==> src/rtl/decode_issue_stage.sv <==
// Decode/issue stage: decodes one instruction per cycle into the execute
// control bundle and holds it in a valid/ready decode-execute register.
// A scoreboard of mul/div destinations stalls dependent instructions until
// the mul/div unit reports completion.
module decode_issue_stage #(
    parameter int REG_ADDR_W = 5,
    parameter int MD_DEPTH   = 1
) (
    input  logic                        clock,
    input  logic                        reset,
    input  logic [31:0]                 in_instr,
    input  logic                        in_valid,
    output logic                        in_ready,
    input  logic                        flush,
    output logic [REG_ADDR_W-1:0]       ctrl_readRegA,
    output logic [REG_ADDR_W-1:0]       ctrl_readRegB,
    output logic                        out_valid,
    input  logic                        out_ready,
    output logic [31:0]                 out_instr,
    output logic [REG_ADDR_W-1:0]       out_writeReg,
    output logic [REG_ADDR_W-1:0]       out_readRegA,
    output logic [REG_ADDR_W-1:0]       out_readRegB,
    output logic                        out_writeEnable,
    output logic                        out_choose_im,
    output logic                        out_sw,
    output logic                        out_lw,
    output logic                        out_is_md,
    input  logic                        md_done,
    input  logic [REG_ADDR_W-1:0]       md_done_reg,
    output logic [(1<<REG_ADDR_W)-1:0]  busy_mask
);

    localparam int NUM_REGS = 1 << REG_ADDR_W;
    localparam int CNT_W    = $clog2(NUM_REGS) + 1;
    localparam logic [REG_ADDR_W-1:0] RA_REG     = REG_ADDR_W'(NUM_REGS - 1);
    localparam logic [REG_ADDR_W-1:0] STATUS_REG = REG_ADDR_W'(NUM_REGS - 2);

    localparam logic [4:0] OP_R    = 5'b00000;
    localparam logic [4:0] OP_J    = 5'b00001;
    localparam logic [4:0] OP_BNE  = 5'b00010;
    localparam logic [4:0] OP_JAL  = 5'b00011;
    localparam logic [4:0] OP_JR   = 5'b00100;
    localparam logic [4:0] OP_ADDI = 5'b00101;
    localparam logic [4:0] OP_BLT  = 5'b00110;
    localparam logic [4:0] OP_SW   = 5'b00111;
    localparam logic [4:0] OP_LW   = 5'b01000;
    localparam logic [4:0] OP_SETX = 5'b10101;
    localparam logic [4:0] OP_BEX  = 5'b10110;
    localparam logic [4:0] ALU_MUL = 5'b00110;
    localparam logic [4:0] ALU_DIV = 5'b00111;

    logic [4:0]            opcode;
    logic [4:0]            aluop;
    logic [REG_ADDR_W-1:0] rd_f, rs_f, rt_f;
    logic is_j, is_bne, is_jal, is_jr, is_addi, is_blt, is_sw, is_lw, is_setx, is_bex;
    logic dec_is_md, dec_we, dec_im, chk_b;
    logic [REG_ADDR_W-1:0] dec_ra, dec_rb, dec_wr;

    logic haz_a, haz_b, haz_waw, md_full, stall, accept;
    logic set_en, kill_en, done_en;
    logic [CNT_W-1:0]    md_count, count_next;
    logic [NUM_REGS-1:0] busy_next;

    // Instruction field extraction and control decode for the incoming word.
    always_comb begin
        opcode  = in_instr[31:27];
        aluop   = in_instr[6:2];
        rd_f    = in_instr[22 +: REG_ADDR_W];
        rs_f    = in_instr[17 +: REG_ADDR_W];
        rt_f    = in_instr[12 +: REG_ADDR_W];

        is_j    = (opcode == OP_J);
        is_bne  = (opcode == OP_BNE);
        is_jal  = (opcode == OP_JAL);
        is_jr   = (opcode == OP_JR);
        is_addi = (opcode == OP_ADDI);
        is_blt  = (opcode == OP_BLT);
        is_sw   = (opcode == OP_SW);
        is_lw   = (opcode == OP_LW);
        is_setx = (opcode == OP_SETX);
        is_bex  = (opcode == OP_BEX);
        dec_is_md = (opcode == OP_R) && ((aluop == ALU_MUL) || (aluop == ALU_DIV));

        dec_ra = is_bex ? STATUS_REG : rs_f;
        if (is_addi || is_bex)
            dec_rb = '0;
        else if (is_sw || is_jr || is_bne || is_blt)
            dec_rb = rd_f;
        else
            dec_rb = rt_f;
        dec_wr = is_setx ? STATUS_REG : (is_jal ? RA_REG : rd_f);

        dec_we = ~(is_sw | is_j | is_bne | is_jr | is_blt | is_bex | dec_is_md);
        dec_im = is_addi | is_sw | is_lw;
        chk_b  = ~(is_addi | is_bex);
    end

    assign ctrl_readRegA = dec_ra;
    assign ctrl_readRegB = dec_rb;

    // Hazard detection against the registered scoreboard only; md_done is
    // deliberately not bypassed so a dependent issues the cycle after completion.
    always_comb begin
        haz_a   = (dec_ra != '0) && busy_mask[dec_ra];
        haz_b   = chk_b && (dec_rb != '0) && busy_mask[dec_rb];
        haz_waw = (dec_we || dec_is_md) && (dec_wr != '0) && busy_mask[dec_wr];
        md_full = dec_is_md && (md_count == CNT_W'(MD_DEPTH));
        stall   = in_valid && (haz_a || haz_b || haz_waw || md_full);
        in_ready = ~reset & ~flush & ~stall & (~out_valid | out_ready);
        accept   = in_valid & in_ready;
    end

    // Scoreboard next state: issue sets, flush of an unissued mul/div and
    // completion clear; a completion aimed at the killed entry is not double-counted.
    always_comb begin
        set_en  = accept && dec_is_md && (dec_wr != '0);
        kill_en = flush && out_valid && out_is_md && (out_writeReg != '0);
        done_en = md_done && (md_done_reg != '0) && busy_mask[md_done_reg]
                  && !(kill_en && (md_done_reg == out_writeReg));
        busy_next = busy_mask;
        if (set_en)  busy_next[dec_wr]       = 1'b1;
        if (kill_en) busy_next[out_writeReg] = 1'b0;
        if (done_en) busy_next[md_done_reg]  = 1'b0;
        count_next = md_count + CNT_W'(set_en) - CNT_W'(kill_en) - CNT_W'(done_en);
    end

    // Decode/execute register and scoreboard state.
    always_ff @(posedge clock) begin
        if (reset) begin
            out_valid       <= 1'b0;
            out_instr       <= '0;
            out_writeReg    <= '0;
            out_readRegA    <= '0;
            out_readRegB    <= '0;
            out_writeEnable <= 1'b0;
            out_choose_im   <= 1'b0;
            out_sw          <= 1'b0;
            out_lw          <= 1'b0;
            out_is_md       <= 1'b0;
            busy_mask       <= '0;
            md_count        <= '0;
        end else begin
            busy_mask <= busy_next;
            md_count  <= count_next;
            if (accept) begin
                out_valid       <= 1'b1;
                out_instr       <= in_instr;
                out_writeReg    <= dec_wr;
                out_readRegA    <= dec_ra;
                out_readRegB    <= dec_rb;
                out_writeEnable <= dec_we;
                out_choose_im   <= dec_im;
                out_sw          <= is_sw;
                out_lw          <= is_lw;
                out_is_md       <= dec_is_md;
            end else if (flush || out_ready) begin
                out_valid <= 1'b0;
            end
        end
    end

endmodule

==> config.mk <==
export PLATFORM = sky130hd
export DESIGN_NAME = decode_issue_stage
export DESIGN_NICKNAME = d
export VERILOG_FILES = /design/src/rtl/decode_issue_stage.sv
export SDC_FILE = /design/constraint.sdc
export NUM_CORES = 1
export LEC_CHECK = 0
export CORE_MARGIN = 2
export CORE_UTILIZATION = 45
export CTS_BUF_LIST = sky130_fd_sc_hd__clkbuf_4 sky130_fd_sc_hd__clkbuf_8
export CTS_CLUSTER_SIZE = 28
export DETAILED_ROUTE_END_ITERATION = 8
export PLACE_DENSITY = 0.7
export SETUP_SLACK_MARGIN = 0.15
export SLEW_MARGIN = 20
export SYNTH_ARGS = -nofsm -noshare
export SYNTH_HDL_FRONTEND = slang
export SYNTH_SLANG_ARGS = --single-unit
==> constraint.sdc <==
create_clock -name clock -period 9.6 [get_ports clock]
set_input_delay 1.92 -clock clock [delete_from_list [all_inputs] [get_ports clock]]
set_output_delay 1.92 -clock clock [all_outputs]
set_load 0.01 [all_outputs]
# Word-level counts from Yosys, hierarchy flattened
# Cells that the tools add are included.
# word_totals
out_inout_bits	96
regBits	91
wordCells	124
# classes
add_sub_neg	3
n_bitwise	25
magnitude_cmp	8
eq_ne	14
n_mux	24
reduce_logical	38
# ops
operator	n
two-way mux 32 bit	3
AND 32 bit	2
NOT 32 bit	2
OR 32 bit	1
equality test 5 x 3 -> 1 bit (second input constant)	6
< comparator 5 x 6 -> 1 bit (second input constant)	5
two-way mux 5 bit	5
nonzero test 5 bit	5
binary-select mux 1 bit (select 5 bit)	4
logical AND 1 bit	20
demux 1 bit (select 5 bit)	3
greater-or-equal comparator 5 x 1 -> 1 bit (second input constant)	3
subtractor 6 x 1 -> 6 bit	2
equality test 5 x 2 -> 1 bit (second input constant)	2
equality test 5 bit (second input constant)	2
logical OR 1 bit	10
OR 1 bit	10
two-way mux 1 bit	9
adder 6 x 1 -> 6 bit	1
equality test 6 x 1 -> 1 bit (second input constant)	1
NOT 1 bit	6
equality test 5 x 1 -> 1 bit (second input constant)	1
equality test 5 x 4 -> 1 bit (second input constant)	1
equality test 5 bit	1
other kinds (4)	7

# Depth between registers and ports, before layout
# depth
word_depth	25
mapped_depth	23
ltp_nobuf	20

# Worst setup path after synthesis
# No wires, ideal clock.
# synth_path
path_type	input -> output
start	input port in_instr[28]
end	output port in_ready
t_required_ns	7.680
arrival_ns	4.403
slack_ns	3.277
stages	12
n_path_buf	3
cell_sequence	buf_4 -> nor2b_2 -> buf_4 -> o211a_1 -> buf_4 -> mux2i_1 -> a221o_1 -> o221a_2 -> nor3_2 -> nor3_1 -> or4b_1 -> a21boi_1
# synth_between
elab_chain_cells	17
elab_cells_between_ends	52
# synth_lines
item	line_no	text
start, declared	11	input logic [31:0] in_instr,
branches (longest 12 deep; another with equality test 5 x 3 -> 1 bit)	-	
logical OR 1 bit (*)	108	stall = in_valid && (haz_a || haz_b || haz_waw || md_full);
logical AND 1 bit (*)	108	
NOT 1 bit (*)	109	in_ready = ~reset & ~flush & ~stall & (~out_valid | out_ready);
AND 1 bit (*) (2 in series)	109	
end, declared	13	output logic in_ready,
# Mark *: on every way between the ends. The select of a mux whose other input is x is not followed.

# Worst setup path after layout
# layout_path
start	input port in_instr[27]
end	output port in_ready
# Same word-level chain as after synthesis.

==> impl_metrics.json <==
{
  "crit_start": "in_instr[27]",
  "core-area_um2": 14600,
  "seq_area_um2": 1820,
  "yosysUniqueCellTypes": 87,
  "cts-resized-gates": 0,
  "fin_hold_ws_ps": 480,
  "placed_area_um2": 8060,
  "post_cts_buffers": 0,
  "ant_nets": 0,
  "dp_hpwl_um": 18800,
  "power_switching_mw": 0.311,
  "start_util": 0.463,
  "ys_ff_latch": 91,
  "worstSetupStartpointType": "primary input",
  "synth_seq_area_share": 0.270,
  "max_freq_ghz": 0.120,
  "maxCapViolCount": 0,
  "die_w_um": 127,
  "viasPerCell": 6.77,
  "drive_gt1_frac": 0.0716,
  "rsz0062_at_grt": "no",
  "gr-usage-all-layers": 0.325,
  "synth_warnings": 0,
  "critPathSlowestCell": "nor2b_1",
  "grt_max_degree": 95,
  "clockBufferDepth": 2,
  "grt_pass1_vias": 6913,
  "cts_max_level": 3,
  "synth_edf_count": 0,
  "grt_overflow": 0,
  "swShare": 0.356,
  "cts_tree": "done",
  "syn_area_um2": 6750,
  "powerDensity_nw_per_um2": 106,
  "required_ps": 7680,
  "clk_pin_slew_ps": 110,
  "die_h_um": 127,
  "total_power_mw": 0.873,
  "r2r_cells": 20,
  "dp.cells": 1118,
  "fill_cells": 1380,
  "antenna_found_initial": 0,
  "path_cells": "clkdlybuf4s50_1, nor2b_1, a211oi_2, o21a_1, a2111oi_0, a2111oi_0, a41oi_1, nand3_1, or4b_1, a21boi_1, clkdlybuf4s50_1",
  "synth_fp_nets": 918,
  "fin_crit_ps": 8350,
  "final_nets": 998,
  "routedWlPerCell_um": 23.8,
  "final_hold_viol_count": 0,
  "numClockSinks": 91,
  "wl_um": 27000,
  "p_comb_frac": 0.254,
  "area_growth_pct": 22.2,
  "min_from": "out_instr[10]",
  "setup_viol_count_final": 0,
  "cts_buffers": 9,
  "async_reset_ff_frac": 0,
  "critPathCaptureType": "primary output",
  "clockRootBuffer": "clkbuf_8",
  "p_int_mw": 0.562,
  "antenna-diode-count": 0,
  "io_buffers": 138,
  "vias": 7678,
  "power_frac_clock": 0.300,
  "multiInputGateArea_um2": 4370,
  "avgSynthCellArea_um2": 7.81,
  "p_leak_nw": 2.68,
  "finish.cell_count_without_fillers": 1134,
  "crit_type": "in -> out",
  "worstMarginPinSlew_ps": 1010,
  "finalSetupTns_ps": 0,
  "worstHoldPathType": "reg -> reg",
  "clk_latency_ps": 390,
  "cts_hold_buf": 0,
  "seqPwrFrac": 0.446,
  "cpPeakStageDelay_ps": 970,
  "firstDrtPassIters": 6,
  "min_period_over_period": 0.870,
  "max_slew_margin": 0.323,
  "hold_depth": 2,
  "critPathMaxFanout": 18,
  "die_area_um2": 16000,
  "r2r-start": "busy_mask[8]",
  "r2r-end": "md_count[5]",
  "drc": 0,
  "whs_endpoint": "out_instr[10]",
  "final_area_um2": 8250,
  "outcome": "finished clean",
  "drv_slew": 0,
  "ir_drop_uv": 59.4,
  "core.rowCount": 44,
  "first_iter_violations": 1099,
  "arrival_ps": 6430,
  "gp_congestion": 1.02,
  "grt_pass1_wl_um": 41000,
  "synth_top_flop_cell": "dfxtp_1",
  "io_pins": 139,
  "syn-instance-count": 865,
  "r2r_setup_slack_ps": 4630,
  "fin_skew_ps": 17.2
}
[cells in the mapped netlist, drive strengths merged (14+ instances only)]
library cell  instances  share of area
a221o                17          0.025
o31ai                14          0.016
inv                  40          0.022
clkbuf               45          0.025
nand4                26          0.025
a221oi               21          0.027
nor2                 45          0.026
a21oi                75          0.056
buf                  38          0.035
nand2                57          0.032
dfxtp                91           0.27
a211oi               14          0.016
nand3                70          0.052
o22ai                16          0.015
nor3                 18          0.014
o21ai                67          0.051
[per-stage QoR]
| step | worst slack (ps) | util |
|---|---|---|
| after floorplan | 3280 | - |
| after global placement | 1300 | 0.552 |
| after detailed placement | 1350 | 0.552 |
| after CTS | 1330 | 0.566 |
| after global routing | 930 | 0.566 |
| final | 1250 | 0.566 |
[layout by cell type, fill, tap and decap left out, types with 10 or more instances in the layout]
cell and n:
a211oi_1 13, dfxtp_1 91, mux4_2 11, a221oi_1 21
o21ai_1 10, a2111oi_0 11, buf_4 14, a221o_1 17
clkdlybuf4s50_1 137, o22ai_1 16, o31ai_1 14, nor2b_1 11
nor3b_1 10, nand4_1 25, nand2_1 57, o21ai_0 55
mux2i_1 13, a21oi_1 75, nor3_1 17, inv_1 40
o2111ai_1 10, nand3_1 70, nor2_1 43
[state kept, by name, summed over array words and instances (netlist names)]
signal / cells
out_readRegB: 5
busy_mask: 32
out_instr: 32
out_lw: 1
out_choose_im: 1
out_is_md: 1
out_valid: 1
out_sw: 1
out_writeEnable: 1
out_readRegA: 5
out_writeReg: 5
md_count: 6
[critical path: cells and delay by family]
family	cells	cell delay, ps
AOI/OAI and AO/OA	6	1480
and+or+nand+nor	3	1660
buffers and inverters	2	1370
[metal layers]
layer	up-vias	wire length, um	track usage
met4	0	914	0.107
met2	500	12100	0.506
met3	76	2700	0.0489
met5	-	0	0
met1	3634	11300	0.462
li1	3468	-	-
[cell type report]
class,count,share of cell area
Timing Repair Buffer,152,0.180
Multi-Input combinational cell,649,0.529
Clock inverter,7,0.00849
Inverter,42,0.0191
Clock buffer,9,0.0150
Sequential cell,91,0.221
Tap cell,184,0.0279
[cell families (layout without fill, tap and decap cells)]
logic type / Yosys count / count (layout) / synth area share
AOI/OAI and AO/OA: 302 / 302 / 0.315
buffers and inverters: 125 / 210 / 0.0839
muxes: 26 / 26 / 0.0593
and+or+nand+nor: 302 / 302 / 0.241
adders and majority gates: 10 / 10 / 0.0196
DFF: 91 / 91 / 0.270
xor gates and xnor gates: 9 / 9 / 0.0117
[power by group through the flow]
stage	sequential [mW]	clock, mW	combinational (mW)
after global routing	0.390	0.282	0.234
final	0.389	0.262	0.222
after floorplan	0.399	0	0.137
after detailed placement	0.398	0	0.215
after CTS	0.389	0.266	0.216
after global placement	0.398	0	0.217
[worst max-delay path by stage]
| stage | slack [ps] | depth (start not counted) | endpoint |
|---|---|---|---|
| 2_1_floorplan | 3280 | 12 | in_ready |
| 3_3_place_gp | 1300 | 11 | in_ready |
| 3_5_place_dp | 1350 | 11 | in_ready |
| 4_1_cts | 1330 | 11 | in_ready |
| 5_1_grt | 930 | 11 | in_ready |
| 6_report | 1250 | 11 | in_ready |
Note: power is estimated with default switching activity, not from simulation.
